## src/rtl/decim2_fifo.sv

```systemverilog
//------------------------------------------------------------------------------
// decim2_fifo : discards filter warm-up samples, keeps every second sample,
//               and buffers the kept ones in a FIFO with a valid/ready output.
// Revision    : 1.0
//------------------------------------------------------------------------------
`default_nettype none

module decim2_fifo #(
  parameter int DEPTH  = 8,
  parameter int WARMUP = 9,
  parameter int PHASE  = 0
) (
  input  logic                       clk,
  input  logic                       reset,
  input  logic [17:0]                x_in,
  input  logic                       in_valid,
  output logic [17:0]                y,
  output logic                       y_valid,
  input  logic                       y_ready,
  output logic [$clog2(DEPTH+1)-1:0] level,
  output logic                       overflow
);

  localparam int LW = $clog2(DEPTH + 1);
  localparam int AW = $clog2(DEPTH);
  localparam int CW = (WARMUP > 0) ? $clog2(WARMUP + 1) : 1;

  localparam logic [LW-1:0] C_DEPTH  = LW'(DEPTH);
  localparam logic [CW-1:0] C_WARMUP = CW'(WARMUP);
  localparam logic          C_PHASE  = (PHASE != 0);

  logic [17:0]   mem_q [DEPTH];
  logic [CW-1:0] warm_q,    warm_d;
  logic          phase_q,   phase_d;
  logic [AW-1:0] wr_ptr_q,  wr_ptr_d;
  logic [AW-1:0] rd_ptr_q,  rd_ptr_d;
  logic [LW-1:0] level_q,   level_d;
  logic [17:0]   y_q,       y_d;
  logic          y_valid_q, y_valid_d;
  logic          ovf_q,     ovf_d;

  logic pop;
  logic warm_done;
  logic keep;
  logic full;
  logic push;

  assign pop       = y_valid_q & y_ready;
  assign warm_done = (warm_q == C_WARMUP);
  assign keep      = in_valid & warm_done & (phase_q == C_PHASE);
  assign full      = (level_q == C_DEPTH);
  assign push      = keep & (~full | pop);

  always_comb begin
    warm_d    = warm_q;
    phase_d   = phase_q;
    wr_ptr_d  = wr_ptr_q;
    rd_ptr_d  = rd_ptr_q;
    level_d   = level_q;
    y_d       = y_q;
    ovf_d     = ovf_q;

    if (in_valid) begin
      if (!warm_done) warm_d  = warm_q + CW'(1);
      else            phase_d = ~phase_q;
    end

    if (keep && !push) ovf_d = 1'b1;

    if (push) wr_ptr_d = wr_ptr_q + AW'(1);
    if (pop)  rd_ptr_d = rd_ptr_q + AW'(1);

    case ({push, pop})
      2'b10:   level_d = level_q + LW'(1);
      2'b01:   level_d = level_q - LW'(1);
      default: level_d = level_q;
    endcase

    // The head register is refilled from the next slot, or straight from the
    // input when the FIFO would otherwise have nothing older to show.
    if (pop) begin
      if (level_q > LW'(1)) y_d = mem_q[rd_ptr_q + AW'(1)];
      else if (push)        y_d = x_in;
    end else if (level_q == '0 && push) begin
      y_d = x_in;
    end

    y_valid_d = (level_d != '0);
  end

  always_ff @(posedge clk) begin
    if (reset) begin
      warm_q    <= '0;
      phase_q   <= 1'b0;
      wr_ptr_q  <= '0;
      rd_ptr_q  <= '0;
      level_q   <= '0;
      y_q       <= '0;
      y_valid_q <= 1'b0;
      ovf_q     <= 1'b0;
    end else begin
      warm_q    <= warm_d;
      phase_q   <= phase_d;
      wr_ptr_q  <= wr_ptr_d;
      rd_ptr_q  <= rd_ptr_d;
      level_q   <= level_d;
      y_q       <= y_d;
      y_valid_q <= y_valid_d;
      ovf_q     <= ovf_d;
    end
  end

  always_ff @(posedge clk) begin
    if (!reset && push) mem_q[wr_ptr_q] <= x_in;
  end

  assign y        = y_q;
  assign y_valid  = y_valid_q;
  assign level    = level_q;
  assign overflow = ovf_q;

endmodule

`default_nettype wire

```

## config.mk

```make
export PLATFORM = sky130hd
export DESIGN_NAME = decim2_fifo
export DESIGN_NICKNAME = d
export VERILOG_FILES = /design/src/rtl/decim2_fifo.sv
export SDC_FILE = /design/constraint.sdc
export NUM_CORES = 1
export LEC_CHECK = 0
export ABC_AREA = 1
export CAP_MARGIN = 20
export CORE_MARGIN = 2
export CORE_UTILIZATION = 40
export CTS_CLUSTER_SIZE = 25
export DETAILED_ROUTE_END_ITERATION = 8
export PLACE_DENSITY = 0.61
export SETUP_SLACK_MARGIN = 0.1
export SLEW_MARGIN = 20
export SYNTH_ARGS = -nofsm -noshare
export SYNTH_HDL_FRONTEND = slang
export SYNTH_SLANG_ARGS = --single-unit
```

## constraint.sdc

```tcl
create_clock -name clk -period 3.4 [get_ports clk]
set_input_delay 1.02 -clock clk [delete_from_list [all_inputs] [get_ports clk]]
set_output_delay 1.02 -clock clk [all_outputs]
set_load 0.005 [all_outputs]
```

## Yosys cells after proc, flatten, opt, wreduce, memory -nomap -nowiden

Memory sizes are Yosys's and may differ from the RTL's.
Index checks and enable logic that the tools add are counted.

- Bits in registers: 35
- Latch bits: 0
- Bits in writable memories: 144
- Memory bits (read-only): 0
- Bits of input ports: 22
- Output and inout bits: 24
- Logic and storage cells: 46
- Memories kept: 1

Memories:

| memory | depth | width | read ports | clocked after Yosys merged registers in | write ports | RTL line | source |
|---|---|---|---|---|---|---|---|
| mem_q | 8 | 18 | 1 | 0 | 1 | 32 | `logic [17:0] mem_q [DEPTH];` |

- $add $sub $neg: 5
- $mul: 0
- Div/mod/pow operators: 0
- Order comparisons: 1
- Equality and inequality tests: 5
- Shift-type cells: 0
- Muxes and demuxes: 7
- Bitwise logic cells: 8
- Reduce and logical (&&, ||, !) cells: 11

Operators with widths:

| cell | count |
|---|---|
| $mux W18 | 4 |
| $add A4 B1 Y4 const B | 2 |
| $eq A4 B4 Y1 const B | 2 |
| $pmux W4 S2 | 1 |
| $add A3 B1 Y3 const B | 2 |
| $reduce_and A2 Y1 | 3 |
| $and A1 B1 Y1 | 4 |
| $gt A4 B1 Y1 const B | 1 |
| $logic_not A4 Y1 | 1 |
| $reduce_bool A4 Y1 | 1 |
| $sub A4 B1 Y4 const B | 1 |
| $logic_and A1 B1 Y1 | 3 |
| $ne A3 B1 Y1 const B | 1 |
| $not A1 Y1 | 3 |
| $eq A2 B1 Y1 const B | 1 |
| $eq A2 B2 Y1 const B | 1 |
| $logic_not A1 Y1 | 2 |
| $mux W1 | 2 |
| $reduce_bool A2 Y1 | 1 |
| $or A1 B1 Y1 | 1 |

## Longest topological paths before layout

- Word-level depth: 7
- Depth in mapped cells: 13
- Gate-level depth less buffers: 13

## Least setup slack after synthesis

No wires, ideal clock.

- Kind: input-to-reg
- From: in y_ready
- To: mem mem_q[0][0], enable pin
- Library setup time: 393 ps
- Data arrival time: 2,490 ps
- Required time: 3,007 ps
- Slack: 517 ps
- Stages on the path: 5
- Path buffers: 0
- Cells stage by stage: nand2_2 > nand4_1 > nand2_1 > or2_1 > nor2_1

- Word-level cells in the longest chain between the ends: 6

RTL lines:

| what | RTL line | source |
|---|---|---|
| start: declaration | 19 | `input logic y_ready,` |
| $and A1 B1 Y1 | 48 | `assign pop = y_valid_q & y_ready;` |
| $or A1 B1 Y1 | 52 | `assign push = keep & (~full \| pop);` |
| $and A1 B1 Y1 | 52 |  |
| $logic_and A1 B1 Y1 | 114 | `if (!reset && push) mem_q[wr_ptr_q] <= x_in;` |
| $mux W1 | 114 |  |
| $mux W1 (not written as such) | 114 |  |
| end: declaration | 32 |  |

Every way passes these cells.

## Final worst setup path

- From: in in_valid
- To: mem mem_q[2][10], enable pin

- Word-level cells in the longest chain between the ends: 6

RTL lines:

| what | RTL line | source |
|---|---|---|
| start: declaration | 16 | `input logic in_valid,` |
| $and A1 B1 Y1 (2 in series) | 50 | `assign keep = in_valid & warm_done & (phase_q == C_PHASE);` |
| $and A1 B1 Y1 | 52 |  |
| $logic_and A1 B1 Y1 | 114 |  |
| $mux W1 | 114 |  |
| $mux W1 (not written as such) | 114 |  |

Every way passes these cells.

==> summary.md <==
| Metric | Value |
|---|---|
| Mapped Cells | `922` |
| Hold slack | `0.485 ns` |
| Clk slew on worst S/H paths | `0.07 ns` |
| Pwr dens | `555 nW/µm²` |
| Net Switching | `0.00162 W` |
| Pin count of the biggest net entering global routing | `72` |
| Ant. Diodes | `0` |
| Min cycle time layout | `2.67 ns` |
| HP Class | `reg -> reg` |
| CP Launch Type | `input port` |
| Yosys reg bits | `179` |
| TritonCTS buffer count | `17` |
| CTS Hold Bufs | `0` |
| Setup violators final | `0` |
| CP Class | `in -> reg` |
| Final Instance Count excl. Fillers | `1,261` |
| Family with the most delay on the worst path | `simple AND/OR/NAND/NOR gates` |
| Netlist Area Pre-Place | `8290 µm²` |
| Die area | `21,900 µm²` |
| Skew-Pair Late Insertion Delay | `0.44 ns` |
| Initial DRT Pass Iterations | `5` |
| Setup TNS | `0 ns` |
| Placed cells | `1,229` |
| Netlist cell types | `28` |
| Leak | `4.37 nW` |
| Layout net count | `1,011` |
| Unrepaired setup endpoints after global routing | `no` |
| Sequential Power Share | `46.3%` |
| Die Ht | `148 µm` |
| Vias | `5,894` |
| Number of antenna violations at the first check in global routing | `0` |
| Residual overflow from global routing | `0` |
| Synth Area per Inst | `8.99 µm²` |
| Num Clock Sinks | `179` |
| Post-CTS sizing | `0` |
| WL/cell | `14.7 µm` |
| Rel. slew slack | `44.0%` |
| Critical path, cell by cell | `clkdlybuf4s50_1, nand4_1, nor2_1, nand2_1, or2_1, nor2_2, buf_4` |
| Core Rows | `52` |
| Vias in the first global route | `5,625` |
| DP Wirelength | `11,200 µm` |
| Sequential cell area | `5030 µm²` |
| DR DRC count | `0` |
| Mapped Nets | `955` |
| DR iter-0 viols | `365` |
| Internal Power | `0.00375 W` |
| IO Port Bufs | `45` |
| Share of post-route cells with drive strength above 1 | `8.48%` |
| Routed Antenna Nets | `0` |
| Cell depth of the worst setup path | `7` |
| Final Slew Violations | `0` |
| Combinational fraction of design power | `18.5%` |
| Fmax | `374 MHz` |
| CP Buf/Inv Count | `2` |
| Status | `complete, no violations` |
| Net Sw Frac | `30.1%` |
| Post-synthesis sequential area ratio | `60.6%` |
| Crit path required time | `3.51 ns` |
| Initial Utilization | `40.9%` |
| Clock share of power | `35.3%` |
| Max FO, Critical Path | `14` |
| H-tree Lvls | `4` |
| Worst EP arrival | `2.78 ns` |
| Measured slew at the worst slew-check pin | `0.840 ns` |
| Post-route clock period utilization | `78.6%` |
| CTS tree | `yes` |
| Clock Tree Buf Depth | `2` |
| DRT Wirelength | `18,500 µm` |
| Synth warn | `0` |
| Worst R2R Start | `rd_ptr_q[0]` |
| R2R Setup Slk | `1.04 ns` |
| Final Hold Fails | `0` |
| Worst VDD drop | `0.303 mV` |
| Largest stage delay on the critical path | `0.52 ns` |
| Total GRT Usage | `17.7%` |
| Path depth of the worst reg2reg path | `8` |
| Final Wtd Congestion | `0.806` |
| Multi-input gate area | `2350 µm²` |
| Setup Skew | `0.0114 ns` |
| Post-CTS Setup Bufs | `0` |
| Routed vias/inst | `4.67` |
| Worst Setup SP | `in_valid` |
| Reg2reg end | `y[9]` |
| First-pass GRT wire length | `29,600 µm` |
| Fill cells | `1,954` |
| Area Growth Syn to Fin | `16.7%` |
| Num ports | `46` |
| Core area | `20,300 µm²` |
| Die W | `148 µm` |
| Worst path slowest cell | `clkdlybuf4s50_1` |
| End of the critical path | `mem_q[2][10]` |
| Root Driver | `clkbuf_16` |
| Setup crit end kind | `flop` |
| Max-Cap Viols | `0` |
power by group through the flow:
stage / clock network, W / registers (W) / logic, W
final: 0.00189 / 0.00248 / 0.000990
after global routing: 0.00200 / 0.00249 / 0.00113
after CTS: 0.00192 / 0.00248 / 0.00101
after detailed placement: 0 / 0.00253 / 0.00100
after global placement: 0 / 0.00253 / 0.000992
after floorplan: 0 / 0.00250 / 0.000693
through the flow:
stage	area [µm²]	utilization (%)	setup slack [ns]	total power, W
floorplan	8290	-	0.517	0.00320
CTS	9680	47.7	0.723	0.00541
detailed placement	9110	44.9	0.264	0.00353
global placement	9110	44.9	0.289	0.00353
global route	9680	47.7	0.530	0.00562
finish	9680	47.7	0.728	0.00537
sequential cells by signal, indices dropped and copies added, names as in the netlist:
signal / count
wr_ptr_q: 3
level: 4
y_valid: 1
overflow: 1
mem_q: 144
phase_q: 1
warm_q: 4
rd_ptr_q: 3
y: 18
layout by cell type, fill, tap and decap left out, drive strengths merged, types with 11 or more instances in the layout:
cell type      synthesis  final
clkdlybuf4s50          0     45
nand3                120    120
nand2                259    259
edfxtp               144    144
inv                  189    197
dfxtp                 35     35
buf                   28     27
nor2                  99     99
clkbuf                 7     17
ha                    11     11
per-layer routing:
metal / vias to the layer above / track usage, % / wire [µm]
met5: - / 0 / 0
met4: 0 / 6.71 / 382
met3: 30 / 3.12 / 824
met2: 133 / 28.9 / 8680
met1: 2745 / 23.6 / 8630
li1: 2986 / - / -
cell families after synthesis:
group,Yosys count,share of synthesized area (%)
simple gates,482,24.4
compound gates,24,1.57
xor+xnor,2,0.302
fa+ha+maj,11,1.66
buf+inv,224,11.5
flops,179,60.6
how the worst min path moves through the flow:
stage	from	slack, ns	cells after the start	endpoint
3_5_place_dp	phase_q	0.47	2	phase_q
6_report	phase_q	0.48	2	phase_q
5_1_grt	phase_q	0.51	2	phase_q
2_1_floorplan	phase_q	0.46	2	phase_q
3_3_place_gp	overflow	0.46	2	overflow
4_1_cts	phase_q	0.49	2	phase_q
Yosys cell counts, drive strengths merged:
cell type	n	area [µm²]
a211oi	1	7.51
a21oi	10	50.1
a22oi	1	7.51
buf	28	214
clkbuf	7	26.3
dfxtp	35	701
edfxtp	144	4320
ha	11	138
inv	189	712
nand2	259	995
nand3	120	606
nand4	3	18.8
nor2	99	398
o211ai	2	15.0
o21ai	10	50.1
or2	1	6.26
xnor2	1	16.3
xor2	1	8.76
area by class of cell:
type / instances / area share [%]
clock buffer: 17 / 4.40
clock inverter: 15 / 1.44
inverter: 189 / 7.36
multi-input combinational: 519 / 24.3
sequential: 179 / 51.9
tap: 270 / 3.49
timing repair buffer: 72 / 7.14
worst register-to-register path: cells and delay by family (launching register included):
family	cells	cell delay (ns)
buffers and inverters	1	0.59
adder cells (fa/ha/maj)	1	0.36
AND/OR/NAND/NOR	6	0.66
flip-flops	1	0.70
No activity file was read; power rests on OpenSTA's default activity.
